<file path="src/rtl/mips_pkg.sv">
// Shared MIPS datapath constants: ALU-control encodings and default widths.
package mips_pkg;

    localparam int DATA_W_DEF = 32;
    localparam int REG_AW_DEF = 5;

    localparam logic [3:0] ALU_AND = 4'b0000;
    localparam logic [3:0] ALU_OR  = 4'b0001;
    localparam logic [3:0] ALU_ADD = 4'b0010;
    localparam logic [3:0] ALU_SUB = 4'b0110;
    localparam logic [3:0] ALU_SLT = 4'b0111;
    localparam logic [3:0] ALU_NOR = 4'b1100;

endpackage

</file>
<file path="src/rtl/ex_operand_stage_fwd_mux.sv">
// fwd_mux: priority operand select for one source register (EX/MEM over MEM/WB
// over register file); also reports whether any in-flight writer matches.
module fwd_mux
    import mips_pkg::*;
#(
    parameter int DATA_W = DATA_W_DEF,
    parameter int REG_AW = REG_AW_DEF
) (
    input  logic [REG_AW-1:0] src_addr,
    input  logic [DATA_W-1:0] reg_data,
    input  logic              exmem_reg_write,
    input  logic [REG_AW-1:0] exmem_rd,
    input  logic [DATA_W-1:0] exmem_result,
    input  logic              memwb_reg_write,
    input  logic [REG_AW-1:0] memwb_rd,
    input  logic [DATA_W-1:0] memwb_result,
    output logic [DATA_W-1:0] data,
    output logic              match
);

    logic src_nz;
    logic exmem_hit;
    logic memwb_hit;

    // Register 0 is hardwired zero, so it is never a forwarding target.
    assign src_nz    = (src_addr != '0);
    assign exmem_hit = src_nz & exmem_reg_write & (exmem_rd == src_addr);
    assign memwb_hit = src_nz & memwb_reg_write & (memwb_rd == src_addr);
    assign match     = exmem_hit | memwb_hit;

    always_comb begin
        data = reg_data;
        if (exmem_hit)      data = exmem_result;
        else if (memwb_hit) data = memwb_result;
    end

endmodule

</file>
<file path="src/rtl/ex_operand_stage.sv">
// One-entry EX operand register with forwarding (EX_OPERAND_FORWARD_EN defined)
// or RAW-hazard stall (EX_OPERAND_FORWARD_EN undefined, default build).
module ex_operand_stage
    import mips_pkg::*;
#(
    parameter int DATA_W = DATA_W_DEF,
    parameter int REG_AW = REG_AW_DEF
) (
    input  logic              i_clk,
    input  logic              i_rst_n,
    input  logic              i_valid,
    output logic              o_ready,
    input  logic [DATA_W-1:0] i_rs_data,
    input  logic [DATA_W-1:0] i_rt_data,
    input  logic [DATA_W-1:0] i_imm,
    input  logic [REG_AW-1:0] i_rs_addr,
    input  logic [REG_AW-1:0] i_rt_addr,
    input  logic [REG_AW-1:0] i_rd_addr,
    input  logic [3:0]        i_alu_control,
    input  logic              i_alu_src,
    input  logic              i_reg_write,
    input  logic              i_flush,
    input  logic              i_exmem_reg_write,
    input  logic [REG_AW-1:0] i_exmem_rd,
    input  logic [DATA_W-1:0] i_exmem_result,
    input  logic              i_memwb_reg_write,
    input  logic [REG_AW-1:0] i_memwb_rd,
    input  logic [DATA_W-1:0] i_memwb_result,
    input  logic              i_ready,
    output logic              o_valid,
    output logic [DATA_W-1:0] o_op1,
    output logic [DATA_W-1:0] o_op2,
    output logic [3:0]        o_alu_control,
    output logic [REG_AW-1:0] o_rd_addr,
    output logic              o_reg_write,
    output logic              o_hazard
);

    logic              full;
    logic              full_next;
    logic              capture;
    logic              drain;
    logic [DATA_W-1:0] rs_data;
    logic [DATA_W-1:0] rt_data;
    logic [DATA_W-1:0] imm;
    logic [REG_AW-1:0] rs_addr;
    logic [REG_AW-1:0] rt_addr;
    logic [REG_AW-1:0] rd_addr;
    logic [3:0]        alu_control;
    logic              alu_src;
    logic              reg_write;
    logic [DATA_W-1:0] rs_fwd;
    logic [DATA_W-1:0] rt_fwd;
    logic              rs_match;
    logic              rt_match;

    fwd_mux #(.DATA_W(DATA_W), .REG_AW(REG_AW)) u_fwd_rs (
        .src_addr        (rs_addr),
        .reg_data        (rs_data),
        .exmem_reg_write (i_exmem_reg_write),
        .exmem_rd        (i_exmem_rd),
        .exmem_result    (i_exmem_result),
        .memwb_reg_write (i_memwb_reg_write),
        .memwb_rd        (i_memwb_rd),
        .memwb_result    (i_memwb_result),
        .data            (rs_fwd),
        .match           (rs_match)
    );

    fwd_mux #(.DATA_W(DATA_W), .REG_AW(REG_AW)) u_fwd_rt (
        .src_addr        (rt_addr),
        .reg_data        (rt_data),
        .exmem_reg_write (i_exmem_reg_write),
        .exmem_rd        (i_exmem_rd),
        .exmem_result    (i_exmem_result),
        .memwb_reg_write (i_memwb_reg_write),
        .memwb_rd        (i_memwb_rd),
        .memwb_result    (i_memwb_result),
        .data            (rt_fwd),
        .match           (rt_match)
    );

`ifdef EX_OPERAND_FORWARD_EN
    logic unused_match;
    assign unused_match = rs_match ^ rt_match;
    assign o_hazard     = 1'b0;
    assign o_op1        = rs_fwd;
    assign o_op2        = alu_src ? imm : rt_fwd;
`else
    logic unused_fwd;
    assign unused_fwd = ^{rs_fwd, rt_fwd};
    // rt only matters when it actually feeds op2.
    assign o_hazard   = full & (rs_match | (~alu_src & rt_match));
    assign o_op1      = rs_data;
    assign o_op2      = alu_src ? imm : rt_data;
`endif

    assign o_valid       = full & ~o_hazard;
    assign o_ready       = ~full | (o_valid & i_ready);
    assign drain         = o_valid & i_ready;
    assign capture       = i_valid & o_ready & ~i_flush;
    assign o_alu_control = alu_control;
    assign o_rd_addr     = rd_addr;
    assign o_reg_write   = reg_write & full;

    always_comb begin
        full_next = full;
        if (i_flush)      full_next = 1'b0;
        else if (capture) full_next = 1'b1;
        else if (drain)   full_next = 1'b0;
    end

    always_ff @(posedge i_clk or negedge i_rst_n) begin
        if (!i_rst_n) begin
            full        <= 1'b0;
            rs_data     <= '0;
            rt_data     <= '0;
            imm         <= '0;
            rs_addr     <= '0;
            rt_addr     <= '0;
            rd_addr     <= '0;
            alu_control <= '0;
            alu_src     <= 1'b0;
            reg_write   <= 1'b0;
        end else begin
            full <= full_next;
            if (capture) begin
                rs_data     <= i_rs_data;
                rt_data     <= i_rt_data;
                imm         <= i_imm;
                rs_addr     <= i_rs_addr;
                rt_addr     <= i_rt_addr;
                rd_addr     <= i_rd_addr;
                alu_control <= i_alu_control;
                alu_src     <= i_alu_src;
                reg_write   <= i_reg_write;
            end
        end
    end

endmodule

</file>
<file path="config.mk">
export PLATFORM = sky130hd
export DESIGN_NAME = ex_operand_stage
export DESIGN_NICKNAME = d
export VERILOG_FILES = /design/src/rtl/mips_pkg.sv /design/src/rtl/ex_operand_stage_fwd_mux.sv /design/src/rtl/ex_operand_stage.sv
export SDC_FILE = /design/constraint.sdc
export NUM_CORES = 1
export LEC_CHECK = 0
export CORE_MARGIN = 5
export CORE_UTILIZATION = 25
export CTS_BUF_LIST = sky130_fd_sc_hd__clkbuf_4 sky130_fd_sc_hd__clkbuf_8 sky130_fd_sc_hd__clkbuf_16
export DETAILED_ROUTE_END_ITERATION = 6
export DONT_BUFFER_PORTS = 1
export HOLD_SLACK_MARGIN = 0.12
export PLACE_DENSITY = 0.48
export SLEW_MARGIN = 20
export SYNTH_ARGS = -nofsm -noshare
export SYNTH_HDL_FRONTEND = slang
export SYNTH_SLANG_ARGS = --single-unit
</file>
<file path="constraint.sdc">
create_clock -name i_clk -period 3.3 [get_ports i_clk]
set_input_delay 0 -clock i_clk [delete_from_list [all_inputs] [get_ports i_clk]]
set_output_delay 0 -clock i_clk [all_outputs]
set_load 0.02 [all_outputs]
</file>
# Word level (Yosys, flattened, before mapping)
# Cells that the tools add are included.
dict set report word_totals {
  register_bits 118
  inputBits 198
  output_inout_bits 77
  elab_cells 44
}
dict set report op_classes {
  eq_ne 4
  n_mux 4
  bitwise 23
  n_reduce_logical 3
}
# op count
set op_table {}
lappend op_table {{2-to-1 mux 32 bit} 1}
lappend op_table {{== test 5 bit} 4}
lappend op_table {{AND 1 bit} 15}
lappend op_table {{nonzero test 5 bit} 2}
lappend op_table {{NOT 1 bit} 4}
lappend op_table {{OR 1 bit} 4}
lappend op_table {{2-to-1 mux 1 bit} 3}
lappend op_table {{nonzero test 3 bit} 1}

# Longest topological paths before layout
# Gate-level depths: netlist of run 1.
dict set report logic_depth {
  ltp_word 15
  ltp_mapped 9
  depth_no_buf 6
}

# Cells and area by module
# From an unflattened synthesis of run 1, not the netlist that was laid out.
dict set report unflattened {
  hier_cells 639
  hier_area_um2 6752.7
}
# mod n_inst cells_each area_each_um2 seq_area_each_um2
set by_module_without_submodules {}
lappend by_module_without_submodules {ex_operand_stage 1 299 4845.9 2952.8}
lappend by_module_without_submodules {fwd_mux 2 170 953.4 0.0}

# Least setup slack after synthesis of run 1
# OpenSTA, ideal clock, no wires.
dict set report synth_timing {
  path_type {register to register}
  startpoint {register rt_addr[4]}
  endpoint {register rt_data[0]}
  setup_time_ns 0.125
  t_arrival_ns 2.146
  t_required_ns 3.175
  path_slack_ns 1.029
  path_stages_with_launch 10
  n_path_buf 3
  period_less_slack_ns 2.271
  cell_sequence {dfrtp_1 xor2_1 nor4_1 nand3_1 a221o_1 a41o_1 buf_6 buf_6 buf_6 mux2_4}
}
dict set report synth_between {
  elab_chain_len 13
  word_cells_on_any_way 17
  classes_between {eq/ne: 2; bitwise: 14; reduce/logical: 1}
}
# item line_no
set synth_lines {}
lappend synth_lines {{start, declared} ex_operand_stage.sv:47} ;# logic [REG_AW-1:0] rt_addr;
lappend synth_lines {{start signal, assigned} ex_operand_stage.sv:132} ;# rt_addr <= i_rt_addr;
lappend synth_lines {{nonzero test 5 bit} ex_operand_stage_fwd_mux.sv:26} ;# assign src_nz = (src_addr != '0);
lappend synth_lines {{AND 1 bit (on tied branches) (2 in series)} {ex_operand_stage_fwd_mux.sv:27, ex_operand_stage_fwd_mux.sv:28}}
lappend synth_lines {{OR 1 bit (*)} ex_operand_stage_fwd_mux.sv:29} ;# assign match = exmem_hit | memwb_hit;
lappend synth_lines {{AND 1 bit (*)} ex_operand_stage.sv:93} ;# assign o_hazard = full & (rs_match | (~alu_src & rt_match));
lappend synth_lines {{OR 1 bit (*)} ex_operand_stage.sv:93}
lappend synth_lines {{AND 1 bit (*)} ex_operand_stage.sv:93}
lappend synth_lines {{NOT 1 bit (*)} ex_operand_stage.sv:98} ;# assign o_valid = full & ~o_hazard;
lappend synth_lines {{AND 1 bit (*)} ex_operand_stage.sv:98}
lappend synth_lines {{AND 1 bit (*)} ex_operand_stage.sv:99} ;# assign o_ready = ~full | (o_valid & i_ready);
lappend synth_lines {{OR 1 bit (*)} ex_operand_stage.sv:99}
lappend synth_lines {{AND 1 bit (*) (2 in series)} ex_operand_stage.sv:101} ;# assign capture = i_valid & o_ready & ~i_flush;
lappend synth_lines {{end signal, assigned} ex_operand_stage.sv:129} ;# rt_data <= i_rt_data;
lappend synth_lines {{end, declared} ex_operand_stage.sv:44} ;# logic [DATA_W-1:0] rt_data;
# Mark *: on every way between the ends. The rest lies on a longest branch, timed or not.
# A chain may end at the register's enable or synchronous reset.

# Final worst setup path of run 1
dict set report layout_timing {
  startpoint {register rs_addr[0]}
  endpoint {register imm[4]}
}
dict set report layout_between {
  elab_chain_len 12
  word_cells_on_any_way 16
  classes_between {eq/ne: 2; bitwise: 13; reduce/logical: 1}
}
# item line_no
set layout_lines {}
lappend layout_lines {{start, declared} ex_operand_stage.sv:46} ;# logic [REG_AW-1:0] rs_addr;
lappend layout_lines {{start signal, assigned} ex_operand_stage.sv:131} ;# rs_addr <= i_rs_addr;
lappend layout_lines {{nonzero test 5 bit} ex_operand_stage_fwd_mux.sv:26}
lappend layout_lines {{AND 1 bit (on tied branches) (2 in series)} {ex_operand_stage_fwd_mux.sv:27, ex_operand_stage_fwd_mux.sv:28}}
lappend layout_lines {{OR 1 bit (*)} ex_operand_stage_fwd_mux.sv:29}
lappend layout_lines {{OR 1 bit (*)} ex_operand_stage.sv:93}
lappend layout_lines {{AND 1 bit (*)} ex_operand_stage.sv:93}
lappend layout_lines {{NOT 1 bit (*)} ex_operand_stage.sv:98}
lappend layout_lines {{AND 1 bit (*)} ex_operand_stage.sv:98}
lappend layout_lines {{AND 1 bit (*)} ex_operand_stage.sv:99}
lappend layout_lines {{OR 1 bit (*)} ex_operand_stage.sv:99}
lappend layout_lines {{AND 1 bit (*) (2 in series)} ex_operand_stage.sv:101}
lappend layout_lines {{end signal, assigned} ex_operand_stage.sv:130} ;# imm <= i_imm;
lappend layout_lines {{end, declared} ex_operand_stage.sv:45} ;# logic [DATA_W-1:0] imm;
# Marked as above.

==> flow_summary_export.csv, run 1 <==
group,metric,value,unit
global_route,grt_start_max_net_pins,119,
placed_design,place_congestion,0.834,
synthesis,yosysWarnings,0,
cells_and_area,fillers,1971,
route,avgViaCountPerCell,4.27,
floorplan,start_util,25.5,%
power_and_ir_drop,power_frac_comb,21.2,%
floorplan,die_h,154,µm
timing,finClkSkew,0.00694,ns
cells_and_area,layout.nets,655,
critical_path,cp_data_required_time,3.58,ns
placed_design,dp.final_hpwl,8000,µm
timing,hold_violations,0,
job,maxCapViolCount,0,
timing,post-route-period-util,81.4,%
cells_and_area,area_delta_synth_final,39.8,%
critical_path,cp_max_fo,80,
cells_and_area,antenna-diode-count,0,
global_route,grt_pass1_wl,19600,µm
route,final_antenna_net_count,0,
clocking,post_cts_buffers,0,
power_and_ir_drop,intPower,0.00340,W
timing,tightest_slew,0.656,ns
clocking,clock_latency,0.40,ns
timing,final_max_slew_viol_count,0,
clocking,cts_resized,0,
critical_path,path_class,"reg -> reg",
power_and_ir_drop,max-vdd-ir-drop,0.325,mV
power_and_ir_drop,p_clk_share,36.0,%
cells_and_area,instances_no_fill,739,
synthesis,ys.flop_type,"dfrtp_1",
outcome,outcome,"finished clean",
floorplan,core,20300,µm²
global_route,antenna_found_initial,0,
critical_path,worstPathArrival,2.97,ns
timing,fmax,0.372,GHz
critical_path,cp-end-kind,"flop",
timing,min_period,2.69,ns
synthesis,ys_seq_elements,118,
route,dr.first_iter.drc_count,104,
critical_path,rrSetupSlack,0.61,ns
global_route,grt_use_total,10.4,%
timing,rsz0062_at_grt,"false",
floorplan,die_x,154,µm
power_and_ir_drop,p_sw_share,29.5,%
power_and_ir_drop,power_frac_seq,42.8,%
route,vias,3159,
clocking,clock-sinks,118,
synthesis,synth_edf_count,0,
timing,tns,0,ns
critical_path,r2r_cells,5,
synthesis,syn-num-nets,529,
synthesis,async_flop_share,100,%
route,wl_per_cell,16.6,µm
route,drt_pre_antenna_iters,4,
power_and_ir_drop,powerDensity,666,nW/µm²
critical_path,r2r_start,"rs_addr[0]",
floorplan,die-area,23700,µm²
critical_path,critPathLaunchType,"flop",
synthesis,synth_area,5180,µm²
synthesis,synthCells,331,
floorplan,rows,52,
timing,holdWs,0.242,ns
synthesis,synth-seq-area-share,57.0,%
clocking,numCtsBuffers,17,
placed_design,placed_cells,587,
synthesis,synth.avg_cell_area,15.6,µm²
clocking,cts_tree,"yes",
power_and_ir_drop,leakage,2.99,nW
global_route,overflow,0,
cells_and_area,layout-drive-gt1-share,39.7,%
route,route.detailed.drc,0,
clocking,clkSlewWorstSetupHoldPaths,0.05,ns
floorplan,pin_count,275,
worst_hold_path,hold_class,"in -> async",
synthesis,synth.distinct_cells,24,
placed_design,portBuffers,0,
critical_path,rr_endpoint,"imm[4]",
clocking,clock-root-buffer,"clkbuf_16",
global_route,grt_pass1_vias,3696,
timing,setup_viol,0,
clocking,htree_num_levels,4,
power_and_ir_drop,p_switching,0.00142,W
timing,slew_headroom,55.8,%
clocking,cts_buffer_depth,2,
route,wirelength,12300,µm
power by group through the flow:
stage          logic [W]  registers [W]  clock network [W]
2_1_floorplan   0.000791        0.00202                  0
3_3_place_gp    0.000871        0.00207                  0
3_5_place_dp    0.000890        0.00208                  0
4_1_cts          0.00104        0.00206            0.00182
5_1_grt          0.00110        0.00210            0.00188
6_report         0.00102        0.00206            0.00174
sequential cells by signal (all words and copies together) (netlist names):
signal and count:
alu_src 1, rt_addr 5, imm 32, full 1, o_op1 32, rt_data 32, o_alu_control 4, rs_addr 5
reg_write 1, o_rd_addr 5
area by class of cell:
| cell class | instances | area, µm² | area share [%] |
|---|---|---|---|
| sequential | 118 | 2950 | 40.8 |
| clock inverter | 9 | 77.6 | 1.07 |
| multi-input combinational | 194 | 2120 | 29.3 |
| tap | 270 | 338 | 4.66 |
| inverter | 2 | 7.51 | 0.104 |
| clock buffer | 22 | 482 | 6.65 |
| timing repair buffer | 124 | 1260 | 17.4 |
placed cells by master (no fill, tap or decap), types with 2 or more instances in the layout:
cell type	synthesis	routed
and2_1	2	2
nand3_1	2	2
clkbuf_16	0	17
nand4_1	2	2
xnor2_1	12	12
clkinvlp_4	0	3
o21ai_0	2	2
xor2_1	8	8
mux2_2	119	119
nand2_1	3	3
inv_1	2	2
mux2_4	30	30
clkinv_2	0	5
nor2_1	4	4
dfrtp_1	118	117
nor4_1	2	2
clkbuf_8	0	3
buf_4	0	2
clkbuf_4	0	2
dlygate4sd3_1	0	120
worst max-delay path, cell delays in order, from the launching register on:
cell and delay [ns]:
dfrtp_1 0.42, or4_1 0.52, o21ai_0 0.45, a41o_4 0.32, buf_12 0.38, mux2_2 0.40
synth_stat cells (2+ instances only):
cell / count / share of area, %
xnor2_1: 12 / 2.0
nor4_1: 2 / 0.24
buf_6: 5 / 1.1
mux2_4: 30 / 8.7
nor2_1: 4 / 0.29
buf_2: 8 / 0.77
and2_1: 2 / 0.24
nand3_1: 2 / 0.19
nand2_1: 3 / 0.22
inv_1: 2 / 0.14
nand4_1: 2 / 0.24
mux2_2: 119 / 26
clkbuf_1: 4 / 0.29
dfrtp_1: 118 / 57
o21ai_0: 2 / 0.19
xor2_1: 8 / 1.4
metal layers:
layer  wire length (µm)  global-route usage (%)  vias to the layer above
met3                969                    4.64                        9
met5                  0                       0                        -
met1               4620                    11.2                     1607
met2               6490                    17.8                      114
li1                   -                       -                     1429
met4                191                    4.08                        0
timing repair:
action                     in CTS  in global routing
hold endpoints to repair      236                  0
setup endpoints to repair       0                  0
hold buffers                  121                  0
through the flow:
step / area, µm² / setup slack, ns / power (W) / util [%]
6_report: 7240 / 0.613 / 0.00482 / 35.7
5_1_grt: 7240 / 0.491 / 0.00507 / 35.7
4_1_cts: 7240 / 0.602 / 0.00493 / 35.7
3_5_place_dp: 5450 / 0.621 / 0.00297 / 26.9
3_3_place_gp: 5450 / 0.696 / 0.00294 / 26.9
2_1_floorplan: 5180 / 1.03 / 0.00281 / -
logic make-up after synthesis:
logic type | count (synthesis) | share of synthesized area, %
simple gates | 18 | 1.79
xor+xnor | 20 | 3.38
flops | 118 | 57.0
compound gates | 7 | 0.966
mux | 149 | 34.6
buf+inv | 19 | 2.29
worst max path at each step:
stage / from / to / slack, ns / depth (start not counted)
floorplan: rt_addr[4] / rt_data[0] / 1.03 / 9
global placement: rs_addr[0] / imm[13] / 0.70 / 5
detailed placement: rs_addr[0] / imm[4] / 0.62 / 5
CTS: rs_addr[0] / imm[4] / 0.60 / 5
global route: rs_addr[0] / imm[11] / 0.49 / 5
finish: rs_addr[0] / imm[4] / 0.61 / 5
No activity file was read; power rests on OpenSTA's default activity.
==> run 2, diff against run 1 <==
==> constraint.sdc (replaced) <==
create_clock -name i_clk -period 2.6 [get_ports i_clk]
set_input_delay 0 -clock i_clk [delete_from_list [all_inputs] [get_ports i_clk]]
set_output_delay 0 -clock i_clk [all_outputs]
set_load 0.02 [all_outputs]
==> flow_summary_export.csv, run 2 (synthesis gave the netlist of run 1 again) <==
group,metric,value,unit
placed_design,dpl_cell_area,5500,µm²
clocking,cts_buffer_depth,2,
clocking,cts_resized,0,
timing,finClkSkew,0.00791,ns
cells_and_area,layout.nets,656,
clocking,htree_num_levels,4,
power_and_ir_drop,power,0.00610,W
clocking,clkSlewWorstSetupHoldPaths,0.05,ns
critical_path,cp_data_required_time,2.88,ns
clocking,clock-sinks,118,
timing,rsz0062_at_grt,"false",
critical_path,critPathLaunchType,"flop",
placed_design,placed_cells,590,
clocking,clock-root-buffer,"clkbuf_16",
power_and_ir_drop,p_switching,0.00181,W
global_route,grt_pass1_vias,3543,
timing,fmax,0.422,GHz
global_route,grt_pass1_wl,19100,µm
timing,holdWs,-0.705,ns
floorplan,die_x,154,µm
clocking,numCtsBuffers,17,
cells_and_area,antenna-diode-count,0,
timing,setup_viol,0,
floorplan,core,20300,µm²
global_route,antenna_found_initial,0,
timing,final_max_slew_viol_count,0,
placed_design,place_congestion,0.838,
clocking,post_cts_buffers,0,
cells_and_area,instances_no_fill,741,
cells_and_area,layout_common_cells,"119 x mux2_2, 119 x dlygate4sd3_1, 117 x dfrtp_1",
critical_path,cp-end-kind,"flop",
timing,tightest_slew,0.520,ns
power_and_ir_drop,power_frac_comb,20.8,%
global_route,grt_use_total,10.2,%
timing,slew_headroom,65.3,%
floorplan,pin_count,275,
cells_and_area,area_delta_synth_final,40.1,%
power_and_ir_drop,p_sw_share,29.7,%
route,avgViaCountPerCell,4.20,
power_and_ir_drop,max-vdd-ir-drop,0.340,mV
power_and_ir_drop,leakage,2.98,nW
clocking,clock_latency,0.40,ns
outcome,violations,"negative hold slack",
route,dr.first_iter.drc_count,66,
route,drt_pre_antenna_iters,4,
route,vias,3110,
route,final_antenna_net_count,0,
route,wl_per_cell,16.4,µm
critical_path,rr_endpoint,"imm[11]",
power_and_ir_drop,power_frac_seq,42.8,%
timing,setup_slack,0.229,ns
critical_path,path_class,"reg -> reg",
power_and_ir_drop,powerDensity,841,nW/µm²
critical_path,r2r_cells,6,
placed_design,portBuffers,0,
global_route,top_usage_layer,"met2",
placed_design,place_ws,0.205,ns
timing,post-route-period-util,91.2,%
clocking,cts_hold_buffers,119,
global_route,met3_usage,4.33,%
route,route.detailed.drc,0,
global_route,use_met2,17.6,%
critical_path,worstPathArrival,2.65,ns
power_and_ir_drop,intPower,0.00429,W
placed_design,dp.final_hpwl,8050,µm
worst_hold_path,hold_class,"in -> async",
timing,tns,0,ns
job,maxCapViolCount,0,
clocking,cts_tree,"yes",
timing,hold_violations,118,
route,wirelength,12100,µm
critical_path,cp_max_fo,42,
floorplan,die_h,154,µm
global_route,met1_usage,11.3,%
power_and_ir_drop,p_clk_share,36.4,%
cells_and_area,layout-drive-gt1-share,40.1,%
critical_path,rrSetupSlack,0.23,ns
floorplan,rows,52,
outcome,outcome,"complete, but fails checks",
critical_path,r2r_start,"rs_addr[0]",
floorplan,die-area,23700,µm²
floorplan,start_util,25.5,%
cells_and_area,final_area,7260,µm²
global_route,overflow,0,
timing,min_period,2.37,ns
global_route,grt_start_max_net_pins,119,
## run 2: cell types whose count changed in the layout (fill, tap and decap cells not counted)
cell,previous run,this run
clkbuf_4,2,1
dlygate4sd3_1,120,119
buf_12,1,3
buf_16,1,0
clkinvlp_4,3,6
buf_4,2,3
clkbuf_8,3,2
inv_6,0,1
clkinv_2,5,4
## run 2: worst max-delay path by stage
| stage | startpoint | end | slack, ns | cells past startpoint |
|---|---|---|---|---|
| after floorplan | rt_addr[4] | rt_data[0] | 0.33 | 9 |
| after global placement | rs_addr[0] | imm[16] | 0.24 | 6 |
| after detailed placement | rs_addr[0] | imm[11] | 0.21 | 6 |
| after CTS | rs_addr[0] | imm[11] | 0.19 | 6 |
| after global routing | rs_addr[0] | o_op1[4] | 0.15 | 6 |
| final | rs_addr[0] | imm[11] | 0.23 | 6 |
## run 2: layout make-up
type                       instances  area (µm²)
clock buffer                      20         460
fill                            1975       13000
multi-input combinational        194        2120
timing repair buffer             125        1270
tap                              270         338
clock inverter                    12         104
inverter                           2        7.51
sequential                       118        2950
## run 2: worst max-delay path, cell delays in order, from the launching register on
cell and delay, ns:
dfrtp_1 0.42, or4_1 0.53, o21ai_0 0.21, buf_4 0.16
a41o_4 0.27, buf_12 0.27, mux2_2 0.37
## run 2: stage by stage
stage / hold WS (ns) / util (%)
after detailed placement: -0.293 / 27.1
after floorplan: -0.296 / -
after CTS: -0.738 / 35.7
after global routing: -0.747 / 35.7
final: -0.705 / 35.7
after global placement: -0.293 / 27.1
## run 2: metal layers
layer | share of wire [%] | routed length, µm | vias up
met3 | 7.9 | 953 | 6
met1 | 39 | 4720 | 1562
met4 | 1.1 | 138 | 0
li1 | - | - | 1435
met2 | 52 | 6310 | 107
met5 | 0 | 0 | -
## run 2: power by group through the flow
| stage | Combinational [W] | Clock, W | Sequential (W) |
|---|---|---|---|
| 2_1_floorplan | 0.00100 | 0 | 0.00256 |
| 3_3_place_gp | 0.00112 | 0 | 0.00263 |
| 3_5_place_dp | 0.00114 | 0 | 0.00264 |
| 4_1_cts | 0.00129 | 0.00232 | 0.00262 |
| 5_1_grt | 0.00137 | 0.00240 | 0.00266 |
| 6_report | 0.00127 | 0.00222 | 0.00261 |
